`src/rtl/cache_refill_engine_pkg.sv`:
```
// cache_pkg: shared widths, FSM state type and line-base helper for the refill engine.
package cache_pkg;
   localparam int ADDR_W     = 32;
   localparam int DATA_W     = 32;
   localparam int LINE_WORDS = 4;
   localparam int LINE_W     = LINE_WORDS * DATA_W;
   localparam int OFFSET_W   = 4;
   typedef enum logic [2:0] {IDLE, FETCH, LOAD, WB, SAVE_ACK, DONE} state_e;
   function automatic logic [ADDR_W-1:0] line_base(input logic [ADDR_W-1:0] addr);
      return addr & ~ADDR_W'((1 << OFFSET_W) - 1);
   endfunction
endpackage

```
`src/rtl/cache_refill_engine_if.sv`:
```
// cache_refill_engine_if: cache load/save handshake plus the memory bus, engine side is master.
interface cache_refill_engine_if;
   import cache_pkg::*;
   logic              miss_req;
   logic [ADDR_W-1:0] miss_addr;
   logic [ADDR_W-1:0] victim_addr;
   logic              busy;
   logic              done;
   logic              load_enable;
   logic [LINE_W-1:0] write_load_data;
   logic              save_data;
   logic [LINE_W-1:0] write_back_data;
   logic              save_ready;
   logic              load_complate;
   logic              mem_req;
   logic              mem_we;
   logic [ADDR_W-1:0] mem_addr;
   logic [DATA_W-1:0] mem_wdata;
   logic [DATA_W-1:0] mem_rdata;
   logic              mem_ready;
   modport master (
      input  miss_req, miss_addr, victim_addr, save_data, write_back_data, load_complate,
             mem_rdata, mem_ready,
      output busy, done, load_enable, write_load_data, save_ready, mem_req, mem_we, mem_addr,
             mem_wdata
   );
   modport slave (
      output miss_req, miss_addr, victim_addr, save_data, write_back_data, load_complate,
             mem_rdata, mem_ready,
      input  busy, done, load_enable, write_load_data, save_ready, mem_req, mem_we, mem_addr,
             mem_wdata
   );
endinterface

```
`src/rtl/cache_refill_engine_refill_beat_ctr.sv`:
```
// refill_beat_ctr: 2-bit beat counter with start offset; idx_o is the word slot of the current beat.
module refill_beat_ctr (
   input  logic       clk,
   input  logic       rst_n,
   input  logic       load_i,
   input  logic [1:0] start_i,
   input  logic       adv_i,
   output logic [1:0] idx_o,
   output logic       last_o
);
   logic [1:0] cnt_q, off_q;
   always_ff @(posedge clk or negedge rst_n) begin
      if (!rst_n) begin
         cnt_q <= '0;
         off_q <= '0;
      end else if (load_i) begin
         cnt_q <= '0;
         off_q <= start_i;
      end else if (adv_i) begin
         cnt_q <= cnt_q + 2'd1;
      end
   end
   // 2-bit add wraps the slot modulo 4 for critical-word-first order
   assign idx_o  = cnt_q + off_q;
   assign last_o = &cnt_q;
endmodule

```
`src/rtl/cache_refill_engine.sv`:
```
// cache_refill_engine: 4-beat line refill into the L1 with optional dirty-victim write-back.
// Define CRITICAL_WORD_FIRST_EN to fetch the missing word first and wrap modulo 4.
module cache_refill_engine
   import cache_pkg::*;
(
   input  logic                   clk,
   input  logic                   rst_n,
   cache_refill_engine_if.master  bus
);
   state_e            state_q, state_d;
   logic [ADDR_W-1:0] base_q, vbase_q;
   logic [LINE_W-1:0] line_q, vdata_q;
   logic [1:0]        idx, start;
   logic              miss_go, wb_go, beat_done, last;

   assign miss_go   = (state_q == IDLE) && bus.miss_req;
   assign wb_go     = (state_q == LOAD) && !bus.load_complate && bus.save_data;
   assign beat_done = bus.mem_req && bus.mem_ready;
`ifdef CRITICAL_WORD_FIRST_EN
   assign start = (state_q == IDLE) ? bus.miss_addr[3:2] : 2'd0;
`else
   assign start = 2'd0;
`endif

   refill_beat_ctr u_ctr (
      .clk     (clk),
      .rst_n   (rst_n),
      .load_i  (miss_go || wb_go),
      .start_i (start),
      .adv_i   (beat_done),
      .idx_o   (idx),
      .last_o  (last)
   );

   always_ff @(posedge clk or negedge rst_n) begin
      if (!rst_n) begin
         state_q <= IDLE;
         base_q  <= '0;
         vbase_q <= '0;
         line_q  <= '0;
         vdata_q <= '0;
      end else begin
         state_q <= state_d;
         if (miss_go) base_q <= line_base(bus.miss_addr);
         if (state_q == FETCH && bus.mem_ready) line_q[idx*DATA_W +: DATA_W] <= bus.mem_rdata;
         if (wb_go) begin
            vbase_q <= line_base(bus.victim_addr);
            vdata_q <= bus.write_back_data;
         end
      end
   end

   always_comb begin
      state_d = state_q;
      unique case (state_q)
         IDLE:     state_d = bus.miss_req ? FETCH : IDLE;
         FETCH:    state_d = (beat_done && last) ? LOAD : FETCH;
         LOAD:     state_d = bus.load_complate ? DONE : (bus.save_data ? WB : LOAD);
         WB:       state_d = (beat_done && last) ? SAVE_ACK : WB;
         SAVE_ACK: state_d = bus.load_complate ? DONE : SAVE_ACK;
         default:  state_d = IDLE;
      endcase
      bus.busy            = state_q inside {FETCH, LOAD, WB, SAVE_ACK};
      bus.done            = state_q == DONE;
      bus.load_enable     = state_q inside {LOAD, WB, SAVE_ACK};
      bus.save_ready      = state_q == SAVE_ACK;
      bus.mem_req         = state_q inside {FETCH, WB};
      bus.mem_we          = state_q == WB;
      bus.mem_addr        = (state_q == FETCH) ? base_q | ADDR_W'({idx, 2'b00}) :
                            (state_q == WB)    ? vbase_q | ADDR_W'({idx, 2'b00}) : '0;
      bus.mem_wdata       = (state_q == WB) ? vdata_q[idx*DATA_W +: DATA_W] : '0;
      bus.write_load_data = line_q;
   end
endmodule

```
`src/flat_wrapper.sv`:
```
// flat-port wrapper written by rule: the top's interface ports become plain ports
module cache_refill_engine_flat import cache_pkg::*;
  (clk, rst_n, bus_miss_req, bus_miss_addr, bus_victim_addr, bus_save_data, bus_write_back_data, bus_load_complate, bus_mem_rdata, bus_mem_ready, bus_busy, bus_done, bus_load_enable, bus_write_load_data, bus_save_ready, bus_mem_req, bus_mem_we, bus_mem_addr, bus_mem_wdata);
  cache_refill_engine_if bus_i ();
  input  logic clk;
  input  logic rst_n;
  input wire logic [$bits(bus_i.miss_req)-1:0] bus_miss_req;
  input wire logic [$bits(bus_i.miss_addr)-1:0] bus_miss_addr;
  input wire logic [$bits(bus_i.victim_addr)-1:0] bus_victim_addr;
  input wire logic [$bits(bus_i.save_data)-1:0] bus_save_data;
  input wire logic [$bits(bus_i.write_back_data)-1:0] bus_write_back_data;
  input wire logic [$bits(bus_i.load_complate)-1:0] bus_load_complate;
  input wire logic [$bits(bus_i.mem_rdata)-1:0] bus_mem_rdata;
  input wire logic [$bits(bus_i.mem_ready)-1:0] bus_mem_ready;
  output wire logic [$bits(bus_i.busy)-1:0] bus_busy;
  output wire logic [$bits(bus_i.done)-1:0] bus_done;
  output wire logic [$bits(bus_i.load_enable)-1:0] bus_load_enable;
  output wire logic [$bits(bus_i.write_load_data)-1:0] bus_write_load_data;
  output wire logic [$bits(bus_i.save_ready)-1:0] bus_save_ready;
  output wire logic [$bits(bus_i.mem_req)-1:0] bus_mem_req;
  output wire logic [$bits(bus_i.mem_we)-1:0] bus_mem_we;
  output wire logic [$bits(bus_i.mem_addr)-1:0] bus_mem_addr;
  output wire logic [$bits(bus_i.mem_wdata)-1:0] bus_mem_wdata;
  assign bus_i.miss_req = bus_miss_req;
  assign bus_i.miss_addr = bus_miss_addr;
  assign bus_i.victim_addr = bus_victim_addr;
  assign bus_i.save_data = bus_save_data;
  assign bus_i.write_back_data = bus_write_back_data;
  assign bus_i.load_complate = bus_load_complate;
  assign bus_i.mem_rdata = bus_mem_rdata;
  assign bus_i.mem_ready = bus_mem_ready;
  assign bus_busy = bus_i.busy;
  assign bus_done = bus_i.done;
  assign bus_load_enable = bus_i.load_enable;
  assign bus_write_load_data = bus_i.write_load_data;
  assign bus_save_ready = bus_i.save_ready;
  assign bus_mem_req = bus_i.mem_req;
  assign bus_mem_we = bus_i.mem_we;
  assign bus_mem_addr = bus_i.mem_addr;
  assign bus_mem_wdata = bus_i.mem_wdata;
  cache_refill_engine u_core (.clk(clk), .rst_n(rst_n), .bus(bus_i));
endmodule
```
`config.mk`:
```
export PLATFORM = sky130hd
export DESIGN_NAME = cache_refill_engine_flat
export DESIGN_NICKNAME = d
export VERILOG_FILES = /design/src/rtl/cache_refill_engine_pkg.sv /design/src/rtl/cache_refill_engine_if.sv /design/src/rtl/cache_refill_engine_refill_beat_ctr.sv /design/src/rtl/cache_refill_engine.sv /design/src/flat_wrapper.sv
export SDC_FILE = /design/constraint.sdc
export NUM_CORES = 1
export LEC_CHECK = 0
export ABC_AREA = 1
export CAP_MARGIN = 30
export CORE_ASPECT_RATIO = 0.6
export CORE_MARGIN = 4
export CORE_UTILIZATION = 40
export CTS_BUF_LIST = sky130_fd_sc_hd__clkbuf_8
export DETAILED_ROUTE_END_ITERATION = 16
export PLACE_DENSITY = 0.7
export SLEW_MARGIN = 10
export SYNTH_ARGS = -nofsm -noshare
export SYNTH_HDL_FRONTEND = slang
export SYNTH_SLANG_ARGS = --single-unit
```
`constraint.sdc`:
```
create_clock -name clk -period 3 [get_ports clk]
set_input_delay 0.45 -clock clk [delete_from_list [all_inputs] [get_ports clk]]
set_output_delay 0.45 -clock clk [all_outputs]
set_load 0.01 [all_outputs]
```
Yosys cells after proc, flatten, opt, wreduce, memory -nomap -nowiden:

Cells that the tools add are included.

* bits in registers: 317
* bits in latches: 0
* RAM bits: 0
* bits in read-only memories: 0
* input bits: 230
* output and inout port bits: 198
* logic and storage cells: 45
* memories: 0

* add/sub/neg operators: 2
* multiply operators: 0
* div/mod/pow operators: 0
* order comparisons: 0
* equality and inequality tests: 5
* shifts and indexed selects: 3
* muxes and demuxes: 13
* bitwise operators: 2
* reduce and logical (&&, ||, !) cells: 14

Operators with widths (number)
* 128-bit bitwise mux: 1
* 32-bit by 34-bit variable shift with 128-bit output, first input constant: 1
* 128-bit by 8-bit variable part select with 32-bit output: 1
* 32-bit by 34-bit variable part select with 128-bit output: 1
* 32-bit 2-to-1 mux: 3
* 32-bit by 4-bit OR with 32-bit output: 2
* 7-bit negation with 34-bit output: 1
* 3-bit case mux with 5 select lines: 1
* 3-bit by 2-bit == test with 1-bit output, second input constant: 2
* 3-bit == test, second input constant: 2
* 1-bit logical AND: 6
* 2-bit 2-to-1 mux: 3
* 3-bit 2-to-1 mux: 2
* 2-bit nonzero test: 2
* 4-bit nonzero test: 1
* 3-bit by 1-bit == test with 1-bit output, second input constant: 1
* 3-bit zero test: 1
* 1-bit 2-to-1 mux: 3
* 3-bit nonzero test: 1
* 2-bit by 1-bit adder with 2-bit output, second input constant: 1
* 2-bit AND reduction: 1
* 1-bit zero test: 1
* 1-bit logical OR: 1

Depth between registers and ports, before layout:

Gate-level depths: netlist of the first run.

* word-level depth: 6
* depth in mapped cells: 10
* mapped depth without buffers: 7

By module:

From an unflattened synthesis of the first run, not the netlist that was laid out.

* cells, all modules: 2132
* area, all modules: 15627.5 µm²

By module, submodules not included
* cache_refill_engine: instances 1, cells each 2105, area an instance 15414.8 µm², sequential area each 7882.6 µm²
* refill_beat_ctr: instances 1, cells each 27, area an instance 212.7 µm², sequential area each 100.1 µm²

Worst setup path after synthesis of the first run:

No wires, ideal clock.

* path type: reg-to-reg
* start: register u_core.u_ctr.cnt_q[0]
* end: register u_core.line_q[10], in the netlist u_core.bus.write_load_data[10]
* library setup time: 0.077 ns
* arrival: 2.151 ns
* setup slack: 0.772 ns
* stages on the path, launching flop included: 11
* buffers on the path: 3
* clock period less this slack: 2.228 ns
* path through: dfrtp_1 buf_2 inv_1 clkbuf_1 ha_1 inv_1 nand2_1 nor2_1 clkbuf_1 nand2_1 o21ai_1

* word-level cells in the longest chain between the ends: 3
* elaborated cells between the ends (all ways): 4
* those cells by class: 1 x add/sub; 2 x shift; 1 x mux

Ends and longest elaborated chain
* start: declaration: line cache_refill_engine_refill_beat_ctr.sv:11 `logic [1:0] cnt_q, off_q;`
* start signal: assignment: line cache_refill_engine_refill_beat_ctr.sv:20 `cnt_q <= cnt_q + 2'd1;`
* 7-bit negation with 34-bit output (*): line cache_refill_engine.sv:45 `if (state_q == FETCH && bus.mem_ready) line_q[idx*DATA_W +: DATA_W] <= bus.mem_rdata;`
* 32-bit by 34-bit variable part select with 128-bit output or 32-bit by 34-bit variable shift with 128-bit output (tied branches): line cache_refill_engine.sv:45
* 128-bit bitwise mux (*): line cache_refill_engine.sv:45
* end signal: indexed assignment: line cache_refill_engine.sv:45
* end: declaration: line cache_refill_engine.sv:12 `logic [LINE_W-1:0] line_q, vdata_q;`

Every way passes the cells marked *; elsewhere a longest branch is shown, timed or not.
A chain may end at the register's enable or synchronous reset.

Worst setup path in the final report of the first run:

* start: register u_core.u_ctr.cnt_q[0]
* end: output bus_mem_wdata[8]

* word-level cells in the longest chain between the ends: 2

Ends and longest elaborated chain
* 128-bit by 8-bit variable part select with 32-bit output: line cache_refill_engine.sv:71 `bus.mem_wdata = (state_q == WB) ? vdata_q[idx*DATA_W +: DATA_W] : '0;`
* 32-bit 2-to-1 mux: line cache_refill_engine.sv:71
* end: declaration: line flat_wrapper.sv:23 `output wire logic [$bits(bus_i.mem_wdata)-1:0] bus_mem_wdata;`

Every way passes these cells.

==> reports/qor.yml, run 1 <==
outcome:
  outcome: "completed"
power:
  intPower_mw: 11.41
  switchingPower_mw: 7.140
  vdd_drop_max_v: 0.0003677
  leakage_nw: 9.758
  power_frac_comb_pct: 44.2
  seqPwrFrac_pct: 37.3
  clkPwrFrac_pct: 18.5
  power_mw: 18.55
  power.density_nw_per_um2: 927.7
  switching_share_pct: 38.49
global_routing:
  grt_max_degree: 90
  grt_use_total_pct: 23.04
  grt-ovfl-total: 0
  antenna_found_initial: 7
  grt_pass1_wl_um: 71920
  grt_pass1_vias: 12770
sta:
  max_slew_margin_pct: 44.10
  hold_viol: 0
  fin_setup_tns_ns: 0
  slew_violations: 0
  skew_ns: 0.02558
  min_period_ns: 2.891
  rsz0062_at_grt: "no"
  period_share_pct: 96.38
  finalSetupViolations: 0
  max_freq_mhz: 345.9
  worstMarginPinSlew_ns: 0.8378
floorplan:
  die_w_um: 252.9
  rows: 53
  dieArea_um2: 39190
  start_util_pct: 40.80
  ioPinCount: 428
  core_area_um2: 35280
  fp.dieH_um: 154.9
clock_network:
  clock_latency_ns: 0.58
  cts_tree: "yes"
  numClockSinks: 317
  htreeDepth: 2
  clk_pin_slew_ns: 0.07
  clk_path_buf_depth: 3
  cts_root_buffer: "clkbuf_8"
  cts_buffers: 49
synthesis:
  postSynthAreaPerCell_um2: 8.160
  synth_edf_count: 0
  synthesis.area_um2: 14400
  yosysTopAreaCell: "dfrtp_1"
  synth_flop_cell: "dfrtp_1"
  synth_common_cells: "474 x nand2_1, 317 x dfrtp_1, 223 x inv_1"
  yosysWarnings: 0
  ys_ff_latch: 317
  yosys.cell_types.count: 28
  synth_most_common_cell: "nand2_1"
  ys_async_sr_fraction_pct: 100.0
  ys_seq_area_share_pct: 55.11
  synth_cells: 1764
  synth_area_leaders: "dfrtp_1 55%, nand2_1 12%, o21ai_1 7.4%"
  yosys.area.top_type_share_pct: 55.11
finish:
  fillCellCount: 3179
  num-nets-final: 2398
  fin_area_um2: 20000
  area_growth_syn_to_layout_pct: 38.91
  drive_above_1_share_pct: 6.664
detailed_routing:
  firstDrtPassIters: 7
  avgViaCountPerCell: 4.839
  postRouteAntennaNets: 0
  drtIter0Drc: 983
  wl_per_cell_um: 17.26
  vias: 12870
  wirelength_um: 45920
  drc: 0
worst_setup_path:
  critPathRequiredTime_ns: 2.55
  critical_path_class: "reg2out"
  endpoint_kind: "primary output"
  crit_path_start_kind: "flop"
  critPathMaxFanout: 32
  r2r_setup_slack_ns: 0.63
  arrival_ns: 2.44
placed_design:
  gp_congestion: 0.8463
  io_buffers: 417
  dp_hpwl_um: 31470
  dpl-instance-area_um2: 18870
worst_hold_path:
  hold_class: "in2async"
flow_run:
  maxCapViolCount: 0
-- power by group through the flow --
stage          clock [mW]  sequential [mW]  combinational (mW)
2_1_floorplan           0             6.98                4.03
3_3_place_gp            0             6.91                7.79
3_5_place_dp            0             6.98                7.93
4_1_cts              3.54             6.90                8.29
5_1_grt              3.74             7.12                9.07
6_report             3.42             6.92                8.21
-- per-stage QoR --
stage,std cells,utilization [%],setup WS [ns],hold WS [ns]
detailed placement,2565,53.48,0.4662,0.4424
finish,2660,56.68,0.1087,0.4062
CTS,2658,56.48,0.01539,0.3533
global route,2660,56.68,0.001423,0.3698
global placement,2565,53.48,0.4608,0.4347
floorplan,1765,-,0.7725,0.1544
-- critical path, stage by stage, from the launching register on --
cell             delay (ns)
dfrtp_4                0.56
inv_4                  0.12
bufbuf_16              0.33
o21ai_0                0.11
a21oi_1                0.16
clkdlybuf4s50_1        0.56
-- metal layers --
metal	track usage (%)	wire length [um]
met5	0	60
met4	6.507	1197
met3	5.514	3066
met2	36.15	20880
met1	32.24	20720
-- placed cells by master (no fill, tap or decap), types with 2 or more instances in the layout --
cell type,n
nand2_1,473
clkdlybuf4s50_1,397
dfrtp_1,315
inv_1,241
o21ai_1,213
nor2_1,158
o21ai_0,143
a21oi_1,63
clkbuf_8,59
buf_4,25
o21ai_2,23
dlymetal6s2s_1,19
nand3_1,11
buf_12,10
ha_1,5
nand2_4,4
buf_8,4
nand3_4,3
nor2_2,3
diode_2,2
inv_4,2
nand4_1,2
nor3_1,2
conb_1,2
buf_6,2
-- layout make-up --
cell class	count	area [um2]	share of cell area (%)
clock inverter	20	78.83	0.3942
sequential	317	7938	39.69
timing repair buffer	459	4725	23.63
clock buffer	59	812.0	4.061
antenna	2	5.005	0.02503
multi-input combinational	1111	5005	25.03
inverter	225	849.6	4.249
tap	467	584.3	2.922
-- worst paths after layout --
check                                                                   to                         startpoint  depth (start not counted)
worst max-delay path                                      bus_mem_wdata[8]  u_core.u_ctr.cnt_q[0]$_DFFE_PN0P_                          5
worst min register to register             u_core.vdata_q[127]$_DFFE_PN0P_    u_core.vdata_q[127]$_DFFE_PN0P_                          2
worst min-delay path            u_core.bus.write_load_data[93]$_DFFE_PN0P_                              rst_n                          2
max in group asynchronous        u_core.bus.write_load_data[6]$_DFFE_PN0P_                              rst_n                          3
min in group clk                            u_core.vbase_q[14]$_DFFE_PN0P_                bus_victim_addr[14]                          3
worst max register to register  u_core.bus.write_load_data[17]$_DFFE_PN0P_  u_core.u_ctr.cnt_q[0]$_DFFE_PN0P_                          9
-- registers in the layout (all words and copies together) (netlist names) --
name / flops
u_core.vdata_q: 128
u_core.bus.write_load_data: 128
u_core.vbase_q: 28
u_core.base_q: 28
u_core.u_ctr.cnt_q: 2
u_core.state_q: 3
-- logic make-up (layout without fill, tap and decap cells) --
logic type               after synthesis  in the layout  synth area share [%]
flip-flops                           317            317                 55.11
buffers and inverters                338            763                 10.40
adder cells (fa/ha/maj)                5              5                0.4346
AND/OR/NAND/NOR                      661            662                 18.06
AO/OA/AOI/OAI                        442            442                 15.97
other                                  1              4               0.02605
-- what timing repair did --
action                                 4_1_cts  5_1_grt
setup endpoints to repair                   35       38
buffers inserted                            11        0
cloned                                       2        0
pin swaps                                    2        2
resized for setup                            7       27
hold buffers                                 1        0
endpoints found under the hold margin       56        0
Note: power is estimated with default switching activity, not from simulation.
==> inputs of run 2 (changes only) <==
- HOLD_SLACK_MARGIN: not set -> 0.15
- RECOVER_POWER: not set -> 50
==> reports/qor.yml, run 2 (synthesis results as in run 1) <==
finish:
  num-nets-final: 2398  # unchanged
  mostFrequentLayoutCell: "nand2_1"
  instances_no_fill: 2660  # unchanged
  drive_above_1_share_pct: 6.618  # -0.046 points
  final_cell_mix: "473 x nand2_1, 349 x clkdlybuf4s50_1, 315 x dfrtp_1"
  area_growth_syn_to_layout_pct: 38.56
  fillCellCount: 3187  # +0.25%
placed_design:
  dp_hpwl_um: 31470  # unchanged
  io_buffers: 417  # unchanged
  dp.cells: 2565  # unchanged
  gp_congestion: 0.8463  # unchanged
floorplan:
  start_util_pct: 40.80  # unchanged
  dieArea_um2: 39190  # unchanged
  die_w_um: 252.9  # unchanged
  core_area_um2: 35280  # unchanged
  rows: 53  # unchanged
  ioPinCount: 428  # unchanged
  fp.dieH_um: 154.9  # unchanged
worst_setup_path:
  r2r_cells: 7  # -2
  crit_path_start_kind: "flop"
  endpoint_kind: "primary output"
  arrival_ns: 2.44  # about the same
  critPathRequiredTime_ns: 2.55  # about the same
  critical_path_class: "reg2out"
  critPathMaxFanout: 32  # unchanged
sta:
  max_slew_margin_pct: -12.08  # -56 points
  slew_violations: 60  # +60
  hold_viol: 0  # unchanged
  fin_setup_tns_ns: 0  # unchanged
  min_period_ns: 2.892  # +0.0005240 ns
  skew_ns: 0.02523  # -0.0003586 ns
  finalSetupViolations: 0  # unchanged
  period_share_pct: 96.39  # about the same
  max_freq_mhz: 345.8  # about the same
  worstMarginPinSlew_ns: 1.681  # +0.8435 ns
  rsz0062_at_grt: "no"
clock_network:
  clock_latency_ns: 0.58  # about the same
  cts_root_buffer: "clkbuf_8"
  htreeDepth: 2  # unchanged
  numClockSinks: 317  # unchanged
  cts_buffers: 49  # unchanged
  clk_pin_slew_ns: 0.06  # about the same
  clk_path_buf_depth: 3  # unchanged
  cts_tree: "yes"
global_routing:
  antenna_found_initial: 7  # unchanged
  grt_pass1_wl_um: 71920  # unchanged
  grt_pass1_vias: 12770  # unchanged
  grt_use_total_pct: 23.04  # unchanged
  grt_max_degree: 90  # unchanged
  grt-ovfl-total: 0  # unchanged
detailed_routing:
  avgViaCountPerCell: 4.851  # +0.24%
  firstDrtPassIters: 7  # unchanged
  vias: 12900  # +0.24%
  wl_per_cell_um: 17.24  # -0.13%
  drc: 0  # unchanged
  drtIter0Drc: 907  # -7.7%
  postRouteAntennaNets: 0  # unchanged
  wirelength_um: 45860  # -0.13%
power:
  power.density_nw_per_um2: 924.3  # -0.37%
  vdd_drop_max_v: 0.0003676  # about the same
  leakage_nw: 9.900  # +1.5%
outcome:
  violations: "capacitance limit, slew limit"
  outcome: "finished with violations"
worst_hold_path:
  hold_depth: 3
  hold_class: "in2reg"
flow_run:
  maxCapViolCount: 1  # +1
## run 2: cell type report
type,instances,area [um2],area share (%)
antenna,2,5.005,0.02509
clock buffer,59,812.0,4.071
clock inverter,20,78.83,0.3952
inverter,225,849.6,4.259
multi-input combinational,1111,4990,25.02
sequential,317,7938,39.80
tap,467,584.3,2.930
timing repair buffer,459,4688,23.51
## run 2: repair_timing
item	CTS	global route
buffers inserted	11	0
gates resized for setup	7	27
pin swaps	2	2
gates cloned	2	0
setup endpoints to repair	35	38
hold buffers	1	0
endpoints found under the hold margin	56	0
## run 2: worst paths after layout
path	startpoint	to	slack, ns
min in group asynchronous	rst_n	u_core.bus.write_load_data[93]$_DFFE_PN0P_	0.84
worst min-delay path	bus_victim_addr[14]	u_core.vbase_q[14]$_DFFE_PN0P_	0.41
max in group asynchronous	rst_n	u_core.bus.write_load_data[50]$_DFFE_PN0P_	0.56
worst min register to register	u_core.vdata_q[127]$_DFFE_PN0P_	u_core.vdata_q[127]$_DFFE_PN0P_	0.48
worst max-delay path	u_core.u_ctr.cnt_q[0]$_DFFE_PN0P_	bus_mem_wdata[8]	0.11
worst max register to register	u_core.state_q[2]$_DFF_PN0_	u_core.vdata_q[107]$_DFFE_PN0P_	0.45
## run 2: layer usage
layer	up-vias	share of wire, %	GRT usage, %
met3	79	7.2	5.514
met4	10	2.6	6.507
met2	432	46	36.15
li1	6296	-	-
met1	6086	44	32.24
met5	-	0.13	0
## run 2: per-stage QoR
step                total power [mW]  cell area [um2]  util [%]  setup WS [ns]  hold slack, ns
global placement               14.70            18870     53.48         0.4608          0.4347
global route                   19.82            19950     56.54       0.001423          0.3698
detailed placement             14.91            18870     53.48         0.4662          0.4424
floorplan                      11.01            14400         -         0.7725          0.1544
finish                         18.44            19950     56.54         0.1082          0.4063
CTS                            18.73            19930     56.48        0.01539          0.3533
## run 2: power breakdown
part	leakage, nW	internal (mW)	switching, mW
Combinational	5.15	3.59	4.51
Clock	0.526	1.75	1.68
Sequential	4.22	5.98	0.924
## run 2: critical path, stage by stage (launching register included)
cell and delay (ns):
dfrtp_4 0.56, inv_4 0.12, bufbuf_16 0.33, o21ai_0 0.11, a21oi_1 0.16, clkdlybuf4s50_1 0.57
